==> src/rtl/bcd_conv_pkg.sv <==
// Shared definitions for the binary-to-BCD conversion scheduler.
// Holds the FSM state enum, operand/result widths, the saturation pattern,
// the shift counter width and a helper for the overflow compare.
package bcd_conv_pkg;

    localparam int DATA_W = 36;
    localparam int DIGITS = 9;
    localparam int BCD_W  = 4 * DIGITS;
    localparam int CNT_W  = $clog2(DATA_W);

    localparam logic [DATA_W-1:0] MAX_VAL    = 36'd999_999_999;
    localparam logic [BCD_W-1:0]  SAT_BCD    = {DIGITS{4'h9}};
    localparam logic [CNT_W-1:0]  LAST_SHIFT = CNT_W'(DATA_W - 1);

    typedef enum logic [2:0] {
        ST_IDLE    = 3'd0,
        ST_LOAD    = 3'd1,
        ST_SHIFT   = 3'd2,
        ST_CAPTURE = 3'd3,
        ST_DONE    = 3'd4
    } state_e;

    // True when the operand cannot be represented in DIGITS decimal digits.
    function automatic logic operand_overflows(input logic [DATA_W-1:0] value);
        return (value > MAX_VAL);
    endfunction

endpackage

==> src/rtl/bcd_conv_sched_rr_arbiter2.sv <==
// Two-way round-robin arbiter.
// Ports:
//   clk_i      clock, rising edge
//   rst_ni     asynchronous active-low reset
//   req_i      request levels from requesters 0 and 1
//   advance_i  commit the current grant and rotate priority
//   grant_o    one-hot grant (combinational from req_i and priority)
module rr_arbiter2 (
    input  logic       clk_i,
    input  logic       rst_ni,
    input  logic [1:0] req_i,
    input  logic       advance_i,
    output logic [1:0] grant_o
);

    // pri_q names the requester that wins a tie; it is always the one not
    // granted last, so reset value 0 favours requester 0.
    logic pri_q;
    logic pri_d;
    logic [1:0] grant_s;

    // Grant selection and priority rotation.
    always_comb begin
        grant_s = 2'b00;
        pri_d   = pri_q;
        case (req_i)
            2'b01:   grant_s = 2'b01;
            2'b10:   grant_s = 2'b10;
            2'b11:   grant_s = pri_q ? 2'b10 : 2'b01;
            default: grant_s = 2'b00;
        endcase
        if (advance_i && (grant_s != 2'b00)) begin
            // Winner 0 hands priority to 1 and vice versa.
            pri_d = grant_s[0];
        end else begin
            pri_d = pri_q;
        end
    end

    // Priority pointer register.
    always_ff @(posedge clk_i or negedge rst_ni) begin
        if (!rst_ni) begin
            pri_q <= 1'b0;
        end else begin
            pri_q <= pri_d;
        end
    end

    assign grant_o = grant_s;

endmodule

==> src/rtl/bcd_conv_sched.sv <==
// Scheduler and controller for the shift-register binary-to-BCD chain.
// Two requesters are arbitrated round-robin; the winner's operand is loaded
// into the chain, shifted DATA_W times and the BCD digits captured. Operands
// above MAX_VAL skip the chain and return all-nines with res_ovf_o set.
// Ports:
//   clk_i, rst_ni           clock, asynchronous active-low reset
//   req_i, data0_i, data1_i request levels and operands
//   ack_o                   one-hot grant pulse (issued in IDLE)
//   dp_data_o, dp_load_o,
//   dp_shift_o, dp_bcd_i    chain control and chain digits
//   res_bcd_o, res_id_o,
//   res_ovf_o, res_valid_o  result register and its valid pulse
//   busy_o                  high outside IDLE
module bcd_conv_sched
    import bcd_conv_pkg::*;
(
    input  logic              clk_i,
    input  logic              rst_ni,
    input  logic [1:0]        req_i,
    input  logic [DATA_W-1:0] data0_i,
    input  logic [DATA_W-1:0] data1_i,
    output logic [1:0]        ack_o,
    output logic [DATA_W-1:0] dp_data_o,
    output logic              dp_load_o,
    output logic              dp_shift_o,
    input  logic [BCD_W-1:0]  dp_bcd_i,
    output logic [BCD_W-1:0]  res_bcd_o,
    output logic              res_id_o,
    output logic              res_ovf_o,
    output logic              res_valid_o,
    output logic              busy_o
);

    state_e             state_q, state_d;
    logic [CNT_W-1:0]   cnt_q, cnt_d;
    logic [DATA_W-1:0]  op_q, op_d;
    logic               id_q, id_d;
    logic               ovf_q, ovf_d;
    logic [BCD_W-1:0]   res_bcd_q, res_bcd_d;
    logic               res_id_q, res_id_d;
    logic               res_ovf_q, res_ovf_d;
    logic               dp_load_q, dp_shift_q, busy_q, res_valid_q;

    logic [1:0]         grant_s;
    logic               in_idle_s;
    logic               advance_s;
    logic [DATA_W-1:0]  sel_data_s;

    assign in_idle_s  = (state_q == ST_IDLE);
    assign advance_s  = in_idle_s && (req_i != 2'b00);
    assign sel_data_s = grant_s[1] ? data1_i : data0_i;

    rr_arbiter2 u_arb (
        .clk_i     (clk_i),
        .rst_ni    (rst_ni),
        .req_i     (req_i),
        .advance_i (advance_s),
        .grant_o   (grant_s)
    );

    // Next-state, counter, operand latch and result register logic.
    always_comb begin
        state_d   = state_q;
        cnt_d     = cnt_q;
        op_d      = op_q;
        id_d      = id_q;
        ovf_d     = ovf_q;
        res_bcd_d = res_bcd_q;
        res_id_d  = res_id_q;
        res_ovf_d = res_ovf_q;
        case (state_q)
            ST_IDLE: begin
                if (req_i != 2'b00) begin
                    op_d    = sel_data_s;
                    id_d    = grant_s[1];
                    ovf_d   = operand_overflows(sel_data_s);
                    state_d = operand_overflows(sel_data_s) ? ST_CAPTURE : ST_LOAD;
                end else begin
                    state_d = ST_IDLE;
                end
            end
            ST_LOAD: begin
                cnt_d   = '0;
                state_d = ST_SHIFT;
            end
            ST_SHIFT: begin
                if (cnt_q == LAST_SHIFT) begin
                    state_d = ST_CAPTURE;
                end else begin
                    cnt_d = cnt_q + CNT_W'(1);
                end
            end
            ST_CAPTURE: begin
                res_bcd_d = ovf_q ? SAT_BCD : dp_bcd_i;
                res_ovf_d = ovf_q;
                res_id_d  = id_q;
                state_d   = ST_DONE;
            end
            ST_DONE: begin
                state_d = ST_IDLE;
            end
            default: begin
                state_d = ST_IDLE;
            end
        endcase
    end

    // State, datapath and registered strobes. Strobes decode the next state
    // so they are high during the cycle the FSM spends in that state.
    always_ff @(posedge clk_i or negedge rst_ni) begin
        if (!rst_ni) begin
            state_q     <= ST_IDLE;
            cnt_q       <= '0;
            op_q        <= '0;
            id_q        <= 1'b0;
            ovf_q       <= 1'b0;
            res_bcd_q   <= '0;
            res_id_q    <= 1'b0;
            res_ovf_q   <= 1'b0;
            dp_load_q   <= 1'b0;
            dp_shift_q  <= 1'b0;
            busy_q      <= 1'b0;
            res_valid_q <= 1'b0;
        end else begin
            state_q     <= state_d;
            cnt_q       <= cnt_d;
            op_q        <= op_d;
            id_q        <= id_d;
            ovf_q       <= ovf_d;
            res_bcd_q   <= res_bcd_d;
            res_id_q    <= res_id_d;
            res_ovf_q   <= res_ovf_d;
            dp_load_q   <= (state_d == ST_LOAD);
            dp_shift_q  <= (state_d == ST_SHIFT);
            busy_q      <= (state_d != ST_IDLE);
            res_valid_q <= (state_d == ST_DONE);
        end
    end

    // The grant is only visible while IDLE is actually sampling requests.
    assign ack_o       = in_idle_s ? grant_s : 2'b00;
    assign dp_data_o   = op_q;
    assign dp_load_o   = dp_load_q;
    assign dp_shift_o  = dp_shift_q;
    assign res_bcd_o   = res_bcd_q;
    assign res_id_o    = res_id_q;
    assign res_ovf_o   = res_ovf_q;
    assign res_valid_o = res_valid_q;
    assign busy_o      = busy_q;

endmodule
==> config.mk <==
export PLATFORM = sky130hd
export DESIGN_NAME = bcd_conv_sched
export DESIGN_NICKNAME = d
export VERILOG_FILES = /design/src/rtl/bcd_conv_pkg.sv /design/src/rtl/bcd_conv_sched_rr_arbiter2.sv /design/src/rtl/bcd_conv_sched.sv
export SDC_FILE = /design/constraint.sdc
export NUM_CORES = 1
export LEC_CHECK = 0
export BUFFER_PORTS_ARGS = -buffer_cell sky130_fd_sc_hd__buf_2
export CAP_MARGIN = 20
export CELL_PAD_IN_SITES_DETAIL_PLACEMENT = 1
export CELL_PAD_IN_SITES_GLOBAL_PLACEMENT = 2
export CORE_MARGIN = 1.5
export CORE_UTILIZATION = 26
export CTS_BUF_LIST = sky130_fd_sc_hd__clkbuf_4 sky130_fd_sc_hd__clkbuf_8 sky130_fd_sc_hd__clkbuf_16
export CTS_CLUSTER_SIZE = 20
export DETAILED_ROUTE_END_ITERATION = 7
export PLACE_DENSITY = 0.8
export SYNTH_ARGS = -nofsm -noshare
export SYNTH_HDL_FRONTEND = slang
export SYNTH_SLANG_ARGS = --single-unit
==> constraint.sdc <==
create_clock -name clk_i -period 2.3 [get_ports clk_i]
set_clock_uncertainty 0.15 [all_clocks]
set_input_delay 0.46 -clock clk_i [delete_from_list [all_inputs] [get_ports clk_i]]
set_output_delay 0.46 -clock clk_i [all_outputs]
set_load 0.005 [all_outputs]
==> results.toml <==
[status]
outcome = "complete, no violations"

[sta]
maxSlewViolCount = 0
worst_slew_pin_slew_ns = 0.466
finalSetupViolCount = 0
maxSlewHeadroom_pct = 68.9
tns_ns = 0
fin_ws_ns = 0.121
holdWs_ns = 0.182
max_freq_mhz = 459
finalHoldViolCount = 0
min_period_ns = 2.18
fin_crit_sh_pct = 94.7
rsz0062_at_grt = "no"

[setup_path]
cp_top_family = "flip-flops"
worst-path-buf-inv = 3
reg2reg_depth = 5
slowest_delay_ns = 0.44
setup.worst_path.start_class = "flip-flop"
critical_path_class = "flip-flop to primary output"
reg2reg_setup_slack_ns = 0.41
arrival_ns = 1.57
crit_fanout = 5
worstReg2RegStart = "state_q[2]"
reg2reg_to = "res_bcd_o[11]"
worstSetupEndpointType = "primary output"
cp_slowest_cell = "dfrtp_2"
cp.required_ns = 1.69
path_cells = "nor3_1 > buf_4 > o21a_1 > nand2_2 > inv_1 > buf_2"

[finish]
final_nets = 764
diodes = 0
drive_gt1_share_pct = 36.3
fin_area_mm2 = 0.00578
syn2layout_area_growth_pct = 36.6
layout.cells.non_filler = 872
utilization_pct = 36.4

[global_route]
antenna_found_initial = 0
grt_pass1_vias = 4175
grt_pass1_wl_um = 21200
track_usage_pct = 16.0
grt_start_max_net_pins = 46
grt_overflow_total = 0

[detailed_routing]
dr.pass1.iters = 4
detail-route-antenna-nets = 0
viasPerCell = 4.60
vias = 4012
drtIter0Drc = 110
post_drt_wl_per_cell_um = 15.4
routed_wl_um = 13400
drc = 0

[pwr]
clockPowerShare_pct = 21.5
combPwrFrac_pct = 39.2
cellLeakagePower_nw = 2.85
ir_drop_uv = 358
power_mw = 6.79
seq_power_share_pct = 39.4
sw_frac_of_total_pct = 37.2
powerDensity_mw_per_mm2 = 1170
switchingPower_mw = 2.52
internal_power_mw = 4.27

[clocking]
cts_buffers = 9
cts_tree = "built"
cts.clk_slew.worst_paths_ns = 0.07
insertion_delay_ns = 0.34
htreeDepth = 3
cts.sink_count = 90
cts_root_buf = "clkbuf_16"
ctsLongestPathBuffers = 2

[synthesis]
synth_cell_types = 45
synth_commonest_cells = "dfrtp_1 (90), nand2_1 (78), nor2_1 (64), o21ai_0 (57), mux2i_1 (28)"
synth_edf_count = 0
syn-cell-area_mm2 = 0.00423
async_flop_share_pct = 100
yosysSeqAreaShare_pct = 53.2
synth.most_common_cell = "dfrtp_1"
synthFlopType = "dfrtp_1"
synthCells = 460
syn-num-nets = 573
ys_warn_count = 0
ys_ff_latch = 90
yosysTopAreaCellShare_pct = 53.2
netlist_top_cells_area = "dfrtp_1 (53%), nand2_1 (6.9%), o21ai_0 (6.7%)"
synth.avg_cell_area_um2 = 9.20
synth_largest_area_cell = "dfrtp_1"

[hold_path]
hold_start = "dp_bcd_i[35]"
worst_hold_path.endpoint = "res_bcd_o[35]"
hold_path_class = "input port to flip-flop"
worstHoldPathCells = 3

[floorplan]
core-area_mm2 = 0.0159
chipWidth_um = 131
num_rows = 46
die_y_um = 131
pin_count = 192
die_area_mm2 = 0.0171
start_util_pct = 26.7

[run]
drv_cap = 0

[place]
place_ws_ns = 0.273
gp_congestion = 0.785
place_inst = 853
dpl_cell_area_mm2 = 0.00547
hpwl_um = 10400
portBuffers = 191
==> power by group through the flow <==
stage | clock [mW] | sequential [mW] | combinational [mW]
global placement | 0 | 2.68 | 2.57
finish | 1.46 | 2.67 | 2.66
global route | 1.56 | 2.77 | 3.04
floorplan | 0 | 2.70 | 1.38
CTS | 1.51 | 2.69 | 2.68
detailed placement | 0 | 2.71 | 2.68
==> final cells by class <==
class	instances	area, um2
repair buffers	210	1140
fillers	1965	10100
well taps	216	270
clock buffers	12	254
flip-flops and latches	90	2250
multi-input cells	333	1800
inverters	7	26.3
clock inverters	4	33.8
==> metal layers <==
metal  GRT usage (%)  vias up  part of all wire [%]
li1                -     1946                     -
met1            19.6     1894                    44
met2            26.5      159                    45
met3            5.17       13                   8.8
met4            5.75        0                   1.5
met5               0        -                     0
==> registers in the layout, indices dropped and copies added, names as in the netlist <==
register,flops
ovf_q,1
res_bcd_o,36
dp_load_o,1
busy_o,1
cnt_q,6
id_q,1
res_ovf_o,1
res_id_o,1
dp_shift_o,1
dp_data_o,36
u_arb.pri_q,1
state_q,3
res_valid_o,1
==> cells in the final DEF (no fill, tap or decap), types with 9 or more instances in the layout <==
master / synthesis / final
buf_2: 15 / 190
clkbuf_16: 0 / 9
mux2i_1: 28 / 28
o21ai_0: 57 / 56
a31oi_1: 10 / 10
nor2_1: 64 / 64
dfrtp_1: 90 / 89
nor3_1: 22 / 22
nand2b_1: 19 / 19
buf_4: 0 / 16
nand2_1: 78 / 77
==> what timing repair did <==
item | 4_1_cts | 5_1_grt
endpoints found under the hold margin | 33 | 0
buffers inserted | 0 | 2
resized for setup | 1 | 1
hold buffers | 1 | 0
endpoints found under the setup margin | 1 | 1
==> worst reg2reg max path: stages (launching register included) <==
cell      delay (ns)
dfrtp_1         0.42
nand2b_1        0.25
or2_2           0.48
buf_12          0.24
nor3_1          0.18
nor2_1          0.07
==> kinds of logic (layout without fill, tap and decap cells) <==
kind of cell               Yosys count  in the layout  share of synthesized area (%)
xor gates and xnor gates             1              1                          0.207
DFF                                 90             90                           53.2
AOI/OAI and AO/OA                   91             91                           12.3
muxes                               28             28                           6.62
adders and majority gates            1              1                          0.295
buffers and inverters               37            233                           4.52
and+or+nand+nor                    212            212                           22.8
==> worst max path at each step <==
stage / from / to / cells past startpoint
floorplan: data1_i[28] / dp_load_o / 5
global placement: data1_i[28] / dp_load_o / 6
CTS: state_q[1] / ack_o[1] / 6
finish: state_q[1] / ack_o[1] / 6
detailed placement: data1_i[28] / dp_load_o / 6
global route: state_q[1] / ack_o[1] / 6
Power figures use the tool's default switching activity.
